===== config.mk =====
export PLATFORM = sky130hd
export DESIGN_NAME = mac_seq_ctrl
export DESIGN_NICKNAME = d
export VERILOG_FILES = /design/src/rtl/mac_seq_ctrl.sv
export SDC_FILE = /design/constraint.sdc
export NUM_CORES = 1
export LEC_CHECK = 0
export ABC_AREA = 1
export CELL_PAD_IN_SITES_DETAIL_PLACEMENT = 1
export CELL_PAD_IN_SITES_GLOBAL_PLACEMENT = 2
export CORE_ASPECT_RATIO = 0.7
export CORE_MARGIN = 4
export CORE_UTILIZATION = 17
export DETAILED_ROUTE_END_ITERATION = 7
export PLACE_DENSITY = 0.8
export RECOVER_POWER = 100
export SETUP_SLACK_MARGIN = 0.1
export SLEW_MARGIN = 40
export SYNTH_ARGS = -nofsm -noshare
export SYNTH_HDL_FRONTEND = slang
export SYNTH_SLANG_ARGS = --single-unit

===== constraint.sdc =====
create_clock -name clk -period 1.51 [get_ports clk]
set_input_delay 0.2265 -clock clk [delete_from_list [all_inputs] [get_ports clk]]
set_output_delay 0.2265 -clock clk [all_outputs]
set_load 0.02 [all_outputs]

===== src/rtl/mac_seq_ctrl.sv =====
// mac_seq_ctrl: sequences one VEC_LEN dot product on a shared MAC (clk/rst, start/busy, A/B FIFO pop, mac_en/clr/a/b/cout, result valid/ready)
module mac_seq_ctrl #(
    parameter int DATA_WIDTH = 8,
    parameter int VEC_LEN    = 8
) (
    input  logic                    clk,
    input  logic                    rst,
    input  logic                    start,
    output logic                    busy,
    input  logic                    a_empty,
    input  logic                    b_empty,
    output logic                    a_rden,
    output logic                    b_rden,
    input  logic [DATA_WIDTH-1:0]   a_data,
    input  logic [DATA_WIDTH-1:0]   b_data,
    output logic                    mac_en,
    output logic                    mac_clr,
    output logic [DATA_WIDTH-1:0]   mac_a,
    output logic [DATA_WIDTH-1:0]   mac_b,
    input  logic [3*DATA_WIDTH-1:0] mac_cout,
    output logic [3*DATA_WIDTH-1:0] result,
    output logic                    result_valid,
    input  logic                    result_ready
);
    localparam int CW = $clog2(VEC_LEN + 1);
    localparam logic [CW-1:0] LEN = CW'(VEC_LEN);
    typedef enum logic [2:0] {IDLE, CLEAR, RUN, WAIT, RESULT} state_t;
    state_t state, state_n;
    logic [CW-1:0] issue_cnt;
    logic pend;
    logic pop;
    always_comb begin
        state_n = state;
        pop = 1'b0;
        case (state)
            IDLE:    state_n = start ? CLEAR : IDLE;
            CLEAR:   state_n = RUN;
            RUN: begin
                pop = !a_empty && !b_empty && issue_cnt < LEN;
                state_n = (issue_cnt == LEN && pend) ? WAIT : RUN;
            end
            WAIT:    state_n = RESULT;
            RESULT:  state_n = result_ready ? IDLE : RESULT;
            default: state_n = IDLE;
        endcase
    end
    assign a_rden       = pop;
    assign b_rden       = pop;
    assign mac_en       = state == RUN && pend;
    assign mac_clr      = state == CLEAR;
    assign mac_a        = pend ? a_data : '0;
    assign mac_b        = pend ? b_data : '0;
    assign busy         = state != IDLE;
    assign result_valid = state == RESULT;
    always_ff @(posedge clk) begin
        if (rst) begin
            state     <= IDLE;
            issue_cnt <= '0;
            pend      <= 1'b0;
            result    <= '0;
        end else begin
            state <= state_n;
            if (state == IDLE) begin
                issue_cnt <= '0;
                pend      <= 1'b0;
            end
            if (state == RUN) begin
                issue_cnt <= issue_cnt + CW'(pop);
                pend      <= pop;
            end
            if (state == WAIT)
                result <= mac_cout;
        end
    end
endmodule


* After elaboration in Yosys (flattened, before gate mapping)
Cells that the tools add are included.
** Cells by class
- $lt $le $gt $ge :: 1
- $add $sub $neg :: 1
- Reduce and logical (&&, ||, !) cells :: 9
- Mux-type cells :: 11
- Equal/unequal tests :: 5
** Operators by type and width (count)
- $mux W8 :: 2
- $pmux W3 S5 :: 1
- $mux W4 :: 2
- $eq A3 B2 Y1 const B :: 2
- $mux W1 :: 5
- $add A4 B1 Y4 :: 1
- $eq A4 B4 Y1 const B :: 1
- $logic_and A1 B1 Y1 :: 4
- $lt A4 B4 Y1 const B :: 1
- $eq A3 B1 Y1 const B :: 1
- $eq A3 B3 Y1 const B :: 1
- $logic_not A3 Y1 :: 1
- $mux W3 :: 1
- $reduce_bool A3 Y1 :: 1
- $logic_not A1 Y1 :: 2
- $reduce_bool A2 Y1 :: 1
** Word-level totals
- Word-level logic and storage cells :: 31
- Output and inout port bits :: 46
- Register bits :: 32
- Bits of input ports :: 46

* Logic depth before layout (Yosys ltp)
- Depth after elaboration :: 6
- Depth in mapped cells :: 11
- Mapped depth without buffers :: 11

* Worst setup path before layout
Ideal clock, no wire load.
- Path kind :: flip-flop to flip-flop
- Start :: register state[0]
- End :: register issue_cnt[3]
- Cell stages (with the launch flop) :: 12
- Setup slack :: -0.004 ns
- Path buffers :: 0
- Clock period less this slack :: 1.514 ns
- Data required time :: 1.397 ns
- Data arrival time :: 1.401 ns
- Path through :: dfxtp_1 -> inv_1 -> nand3_2 -> inv_2 -> nand2_1 -> inv_1 -> ha_1 -> nand3_1 -> nor2_1 -> nand2_1 -> nand2_1 -> nor2_1
** Between the ends
- Cells in the longest elaborated chain, start to end :: 4
** RTL lines
- start, declared :: line 28 : state_t state, state_n;
- start signal, assigned :: line 62 : state <= state_n;
- $eq A3 B2 Y1 :: line 35 : case (state)
- $mux W1 :: line 35
- via a_rden :: line 12 : output logic a_rden,
- $add A4 B1 Y4 :: line 68 : issue_cnt <= issue_cnt + CW'(pop);
- $mux W4 :: line 67 : if (state == RUN) begin
- end signal, assigned :: line 68
- end, declared :: line 29 : logic [CW-1:0] issue_cnt;
The timed path passes the listed nets, and every way through them passes these cells.
A chain may end at the register's enable or synchronous reset.

* Final worst setup path
- Start :: register state[2]
- End :: register issue_cnt[1]
** Between the ends
- Cells in the longest elaborated chain, start to end :: 4
** RTL lines (line)
- $eq A3 B2 Y1 :: 35, 67
- $mux W1 :: 35
- $add A4 B1 Y4 :: 68
- $mux W4 :: 67
Parallel ways exist; a longest one is shown, timed or not.

==> results.toml <==
[hold_path]
min_path_type = "reg -> reg"

[routing]
totalWireLength_microns = 5398
wl_per_cell_microns = 13.30
first_iter_violations = 67
drc_errors = 0
vias = 1586
viasPerCell = 3.906
drt_pass1_iterations = 2
ant_nets = 0

[sta]
fin_skew_ps = 3.564
max_freq_mhz = 714.3
tightest_slew_ps = 277.6
setup_viol = 0
grt_setup_unrepaired = "true"
maxSlewHeadroom = 0.8150
hold_viol = 0
fin_tns_setup_ps = 0
period_needed_ps = 1400
fin_crit_sh = 0.9271
drv_slew = 0

[yosys]
synth_seq_area_share = 0.4728
yosys_warnings = 0
synth.avg_cell_area_sq_um = 6.914
async_flop_share = 0
ys_seq_elements = 32
syn-num-nets = 244
synth-edff-count = 0
syn-cell-area_sq_um = 1355
synthCells = 196
yosys.area.top_type = "dfxtp_1"
netlist_top_cells_count = "59 x nor2_1, 32 x dfxtp_1, 26 x nand2_1"
synth_top_area_share = 0.4728
post_synth_num_cell_types = 16
ys.flop_type = "dfxtp_1"
synth_most_common_cell = "nor2_1"
synthTopCellsByArea = "dfxtp_1 47%, nor2_1 16%, o21ai_0 8.9%"

[clocking]
clk_latency_ps = 270
cts.path.max_buffers = 2
cts-buffers-inserted = 5
path_clk_slew_ps = 50
root_buffer = "clkbuf_16"
cts_tree = "yes"
htreeDepth = 2
clkSinkCount = 32

[placement]
dp_hpwl_microns = 4048
place_area_sq_um = 2479
numPortBuffers = 91
gp_congestion = 0.6724

[power_and_ir_drop]
pwr-share-comb = 0.151
vdd_drop_max_uv = 440.8
power.internal_w = 0.001713
sw_frac_of_total = 0.2279
p_per_area_nw_per_um2 = 837.9
p_sw_w = 0.0005056
seqPwrFrac = 0.398
clkPwrFrac = 0.452
leakagePower_nw = 1.287

[run_status]
status = "completed"

[global_route]
grt_pass1_wl_microns = 8611
antenna_found_initial = 0
track_usage = 0.1155
grt_max_degree = 27
grt_pass1_vias = 1682
globalRoute.totalOverflow = 0

[setup_path]
critical_path_arrival_ps = 1610
crit_chain = "inv_4, nand3_4, inv_2, nand2_2, inv_2, buf_6, ha_4, ha_4, nand2_2, a21oi_2"
startpoint_type = "flip-flop"
crit_path_end_kind = "flip-flop"
crit_required_ps = 1720
path_max_fanout = 4
slowest_delay_ps = 360
worstSetupPathType = "reg -> reg"
slowest_stage = "dfxtp_2"

[die]
die_h_microns = 82.70
io_pins = 92
die-width_microns = 114.7
initial_core_util = 0.1803
rows = 26
core_area_sq_um = 7515
die_area_sq_um = 9486

[cells_and_area]
area_growth_pct = 95.38
final_area_sq_um = 2648
nFillCells = 918
fin_nets = 355
drive_gt1_frac = 0.2305
diodes = 0

[flow_run]
max_cap_viol_count = 0
==> critical path, delay by kind of cell (launching register included) <==
family | cells | cell delay, ps
AND/OR/NAND/NOR | 3 | 200
buffers and inverters | 4 | 260
adder cells (fa/ha/maj) | 2 | 420
flip-flops | 1 | 360
AO/OA/AOI/OAI | 1 | 100
==> cell usage in the layout (no fill, tap or decap), drive strengths merged <==
| cell | count |
|---|---|
| nand3 | 8 |
| nor3 | 2 |
| nor2 | 59 |
| o21ai | 24 |
| and2 | 1 |
| a21oi | 6 |
| inv | 26 |
| o21a | 1 |
| dlygate4sd2 | 25 |
| ha | 2 |
| buf | 36 |
| nand2 | 26 |
| clkdlybuf4s15 | 8 |
| clkbuf | 8 |
| dfxtp | 32 |
| clkdlybuf4s50 | 44 |
==> registers in the layout (all words and copies together) (netlist names) <==
| signal | count |
|---|---|
| issue_cnt | 4 |
| result | 24 |
| state | 3 |
| pend | 1 |
==> final timing paths <==
path	start	to	slack, ps	cells after the start
worst max-delay path	state[2]$_SDFF_PP0_	issue_cnt[1]$_SDFFE_PP0P_	110	10
worst min register to register	result[5]$_SDFFE_PP0P_	result[5]$_SDFFE_PP0P_	470	2
worst max register to register	state[2]$_SDFF_PP0_	issue_cnt[1]$_SDFFE_PP0P_	110	10
worst min-delay path	result[5]$_SDFFE_PP0P_	result[5]$_SDFFE_PP0P_	470	2
==> power by group through the flow <==
stage / Combinational [W] / Sequential (W) / Clock (W)
2_1_floorplan: 0.0000981 / 0.000918 / 0
5_1_grt: 0.000366 / 0.000885 / 0.00109
4_1_cts: 0.000336 / 0.000880 / 0.00104
3_3_place_gp: 0.000337 / 0.000898 / 0
6_report: 0.000335 / 0.000882 / 0.00100
3_5_place_dp: 0.000342 / 0.000899 / 0
==> routing by layer <==
| layer | global-route usage | part of all wire |
|---|---|---|
| met5 | 0 | 0 |
| met4 | 0.02814 | 0.0011 |
| met3 | 0.02768 | 0.044 |
| met2 | 0.1916 | 0.49 |
| met1 | 0.1524 | 0.47 |
==> through the flow <==
stage | cells | setup slack (ps) | total power (W) | utilization | hold WS, ps
6_report | 406 | 110.0 | 0.002218 | 0.3523 | 471.2
5_1_grt | 406 | -22.41 | 0.002337 | 0.3523 | 506.7
4_1_cts | 405 | 88.14 | 0.002261 | 0.3541 | 479.1
3_5_place_dp | 393 | -343.1 | 0.001240 | 0.3298 | 471.5
3_3_place_gp | 393 | -314.0 | 0.001236 | 0.3298 | 462.1
2_1_floorplan | 196 | 103.2 | 0.001016 | - | 295.6
==> cell families after synthesis <==
| group | after synthesis | synth area share |
|---|---|---|
| and+or+nand+nor | 96 | 0.2844 |
| DFF | 32 | 0.4728 |
| adders and majority gates | 2 | 0.01846 |
| AOI/OAI and AO/OA | 31 | 0.1163 |
| buffers and inverters | 35 | 0.1080 |
==> repair_timing <==
action,4_1_cts,5_1_grt
pin swaps,8,4
setup endpoints to repair,51,49
resized for setup,105,23
hold buffers,0,0
gates cloned,0,0
setup buffers,4,1
==> layout make-up <==
cell class	instances	area, sq um	area share
Clock buffer	8	146.4	0.05529
Inverter	26	105.1	0.03970
Multi-Input combinational cell	129	630.6	0.2382
Sequential cell	32	645.6	0.2439
Tap cell	98	122.6	0.04631
Timing Repair Buffer	113	997.2	0.3767
Note: power is estimated with default switching activity, not from simulation.
==> RTL change 1: new RTL, same flow settings <==
Set the parameter `DATA_WIDTH` to 7 (it was 8).
--- a/src/rtl/mac_seq_ctrl.sv
+++ b/src/rtl/mac_seq_ctrl.sv
@@ -1,5 +1,5 @@
 // mac_seq_ctrl: sequences one VEC_LEN dot product on a shared MAC (clk/rst, start/busy, A/B FIFO pop, mac_en/clr/a/b/cout, result valid/ready)
 module mac_seq_ctrl #(
-    parameter int DATA_WIDTH = 8,
+    parameter int DATA_WIDTH = 7,
     parameter int VEC_LEN    = 8
 ) (
Ports: changed (6 resized); port bits go from 92 to 82. No check against the original RTL was run, so the function may have changed too.
==> RTL change 1 against the original RTL <==
  * Sequential cell count is 3 lower
  * Sequential power is 9.8% lower
  * Critical endpoint is now issue_cnt[2]
  * Setup slack worse by 0.10 ns
  * Non-clock buffer count is 7 lower
  * Clock skew is 0.0012 ns higher
  * Final area is 6.7% lower
  * Clock power is 37% lower
  * Synthesized cell count is 8.7% lower
  * Power is 21% lower
  * Largest cell class unchanged
  * Highest routed layer unchanged
  * Maximum frequency is 6.8% lower
  * Routed wire length is 11% lower
  * Synthesized area is 8.1% lower
==> RTL change 1: results (changes against the original RTL) <==
status:
  outcome: "completed"
sta:
  max-slew-margin-rel_pct: 55.3  # -26 points
  hold_slack_ns: 0.474  # +0.00237 ns
place:
  dp_cells: 360  # -8.4%
  numPortBuffers: 81  # -11%
finish:
  clock_buffers: 7  # -1
  areaGrowthSynthToFinish_pct: 98.5
  n_all_inverters: 24  # -7.7%
  seq_share_pct: 23.9  # -0.44 points
  fill_cells: 855  # -6.9%
  clk_share_pct: 3.49  # -2.0 points
  nets: 326  # -8.2%
  multi_input_area_share_pct: 26.0  # +2.2 points
  drive_gt1_share_pct: 26.9  # +3.8 points
  reg.largest.list: "result: 21 flops, issue_cnt: 4 flops, state: 3 flops"
  nonClkBufAreaFrac_pct: 37.8  # +0.16 points
grt:
  grt_max_degree: 24  # -11%
  grt_pass1_vias: 1456  # -13%
  grt_pass1_wl_um: 7200  # -16%
  met3_usage_pct: 3.31  # +0.55 points
pwr:
  seq-power_mw: 0.796  # -9.8%
  vdd_drop_max_mv: 0.284  # -36%
  p_clk_share_pct: 35.8  # -9.4 points
route:
  wire_per_inst_um: 12.7  # -4.2%
  drt_iter0_markers: 25  # -63%
  vias_per_cell: 3.87  # -0.93%
  firstDrtPassIters: 4  # +2
worst_hold_path:
  hold_end: "result[2]"
critical_path:
  critPathTopFamily: "flip-flops"
  crit_path_start: "state[0]"
  r2r_slack_ns: 0.008  # -0.10 ns
  worstRegToRegCells: 11  # +1
  max_stage_delay_ns: 0.33  # -0.03 ns
  r2r_end: "issue_cnt[2]"
synth:
  ys_seq_area_share_pct: 46.6  # -0.64 points
  synth_compound_area_share_pct: 11.5  # -0.18 points
  synthTopCellsByArea: "dfxtp_1 (47%), nor2_1 (15%), o21ai_0 (7.6%), nand2_1 (7.2%), inv_1 (6.6%)"
  synthXorXnorAreaFrac_pct: 0.704  # +0.70 points
  ys_types: 19  # +3
  synthCells: 179  # -8.7%
clocking:
  clock-sinks: 29  # -9.4%
  cts-root-buf: "clkbuf_8"
-- RTL change 1: changes by cell type in the layout (fill, tap and decap cells not counted), moves of 3 or more --
cell	before	now
nand2_1	24	21
dfxtp_1	28	24
dlygate4sd2_1	25	22
clkdlybuf4s15_2	8	1
o21ai_0	24	19
nand3_4	1	4
buf_6	2	8
clkbuf_16	5	0
nand3_2	3	0
clkbuf_8	1	6
nor2_4	0	3
clkdlybuf4s50_1	44	38
nor2_1	58	48
-- RTL change 1: tightest hold or removal path: cells and delay by family, from the launching register on --
family	cells	cell delay (ns)
flip-flops	1	0.32
AND/OR/NAND/NOR	2	0.12
-- RTL change 1: repair_timing --
action | 4_1_cts | 5_1_grt
buffers inserted | 4 | 6
resized for setup | 97 | 47
hold buffers | 0 | 0
endpoints found under the setup margin | 53 | 23
pin swaps | 6 | 8
==> RTL change 2: new RTL, same settings <==
Without the edit above. Reset style: asynchronous (`rst`), changed in one clocked block.
--- a/src/rtl/mac_seq_ctrl.sv
+++ b/src/rtl/mac_seq_ctrl.sv
@@ -53,5 +53,5 @@
     assign busy         = state != IDLE;
     assign result_valid = state == RESULT;
-    always_ff @(posedge clk) begin
+    always_ff @(posedge clk or posedge rst) begin
         if (rst) begin
             state     <= IDLE;
Behaviour: differs if rst is asserted again (counterexample within 4 cycles, from zero or initial values and one cycle with rst high); with rst held inactive, the same outputs for 10 cycles.
==> RTL change 2 against the original RTL <==
  * Routed wire length decreased by 1.7%
  * Sequential cell count unchanged
  * Worst hold slack improved by 0.0054 ns
  * Maximum frequency decreased by 6.5%
  * Synthesized area increased by 12%
  * Setup slack got worse by 0.097 ns
  * Via count decreased by 1.3%
  * Count of clock-buffer cells in the layout decreased by 1
  * Final area increased by 8.8%
  * Critical path depth increased by 1
Power is not compared: it rests on default switching activity, and its combinational part moved more than twofold at a synthesized area within 25%.
==> RTL change 2: results (changes against the original RTL) <==
status:
  outcome: "completed"
finish:
  fill_cells: 1038  # +13%
  nets: 352  # -0.85%
place:
  dp_slack_ns: -0.269  # +0.0738 ns
  placed_area_sq_um: 2720  # +9.6%
  dp_cells: 412  # +4.8%
  gp_congestion: 0.723  # +7.6%
route:
  drt_wl_total_um: 5310  # -1.7%
  firstDrtPassIters: 4  # +2
  num_vias: 1565  # -1.3%
  drt_iter0_markers: 95  # +42%
synth:
  async_reset_ff_share_pct: 100  # +100 points
  synthTopCellsByArea: "dfrtp_1 (53%), nand2_1 (14%), inv_1 (11%), o21ai_0 (5.3%), nand3_1 (3.3%)"
  ys_types: 18  # +2
  synth_compound_area_share_pct: 9.80  # -1.8 points
  ys_seq_area_share_pct: 52.7  # +5.4 points
  synth_common_cells: "nand2_1 (56), inv_1 (46), dfrtp_1 (32), o21ai_0 (16), nand3_1 (10)"
  synthXorXnorAreaFrac_pct: 0.577  # +0.58 points
  syn_nets: 239  # -2.0%
sta:
  finClkSkew_ns: 0.00248  # -0.00109 ns
  worst_slew_pin_slew_ns: 0.815  # +0.538 ns
grt:
  grt_max_degree: 28  # +3.7%
  grt_pass1_vias: 1696  # +0.83%
  grt_pass1_wl_um: 8400  # -2.5%
  grt.total_usage_pct: 9.84  # -1.7 points
critical_path:
  cp_slowest_cell: "dfrtp_1"
  critical_path_arrival_ns: 1.70  # +0.09 ns
  max_stage_delay_ns: 0.38  # +0.02 ns
  crit_fanout: 3  # -1
RTL change 2: repair_timing:
action                                  CTS  global route
resized for setup                       119            27
endpoints found under the setup margin   49            20
buffers inserted                          3             1
hold buffers                              0             0
cloned                                    0             1
pin swaps                                 7             3
RTL change 2: cells by family after synthesis:
group | after synthesis
AND/OR/NAND/NOR | 75
buffers and inverters | 55
flip-flops | 32
AO/OA/AOI/OAI | 26
adder cells (fa/ha/maj) | 2
XOR/XNOR | 1
RTL change 2: through the flow:
step | util, % | TNS, ns | hold slack, ns
floorplan | - | 0 | 0.334
global placement | 31.6 | -2.60 | 0.465
detailed placement | 31.6 | -2.95 | 0.474
CTS | 33.2 | -0.0212 | 0.296
global route | 33.6 | -0.224 | 0.511
finish | 33.6 | 0 | 0.477
RTL change 2: final timing paths:
check | startpoint | to | slack [ns] | cells after the start
min in group asynchronous | rst | issue_cnt[3] | 0.52 | 3
max | state[2] | issue_cnt[2] | 0.01 | 11
min | result[21] | result[21] | 0.48 | 2
max in group asynchronous | rst | result[14] | 0.36 | 3
max reg2reg | state[2] | issue_cnt[2] | 0.01 | 11
min reg2reg | result[21] | result[21] | 0.48 | 2
RTL change 2: area by class of cell:
class	instances	share of cell area, %
Timing Repair Buffer	114	35.5
Sequential cell	32	27.9
Multi-Input combinational cell	104	20.0
Inverter	47	6.21
Tap cell	120	5.21
Clock buffer	7	4.95
Clock inverter	1	0.261
RTL change 2: worst reg2reg max path: stages, from the launching register on:
cell and delay [ns]:
dfrtp_1 0.38, inv_2 0.08, nand2_2 0.06, nor2_4 0.13, nand3_2 0.10, inv_4 0.07, buf_6 0.09, ha_4 0.15
ha_4 0.13, xor2_2 0.13, nand2_1 0.07, nand2_1 0.05
RTL change 2: routing by layer:
metal | wire length, um | GRT usage, % | vias to the layer above | share of wire [%]
met4 | 60 | 2.47 | 0 | 1.1
met3 | 191 | 2.21 | 4 | 3.6
li1 | - | - | 788 | -
met1 | 2550 | 13.3 | 737 | 48
met5 | 0 | 0 | - | 0
met2 | 2510 | 16.0 | 36 | 47
RTL change 2: power by group through the flow:
stage	registers (mW)	logic [mW]	clock network (mW)
after floorplan	1.85	0.907	0
after global placement	1.47	2.69	0
after detailed placement	1.49	2.75	0
after CTS	1.47	2.55	1.04
after global routing	1.53	2.88	1.08
final	1.47	2.64	0.994
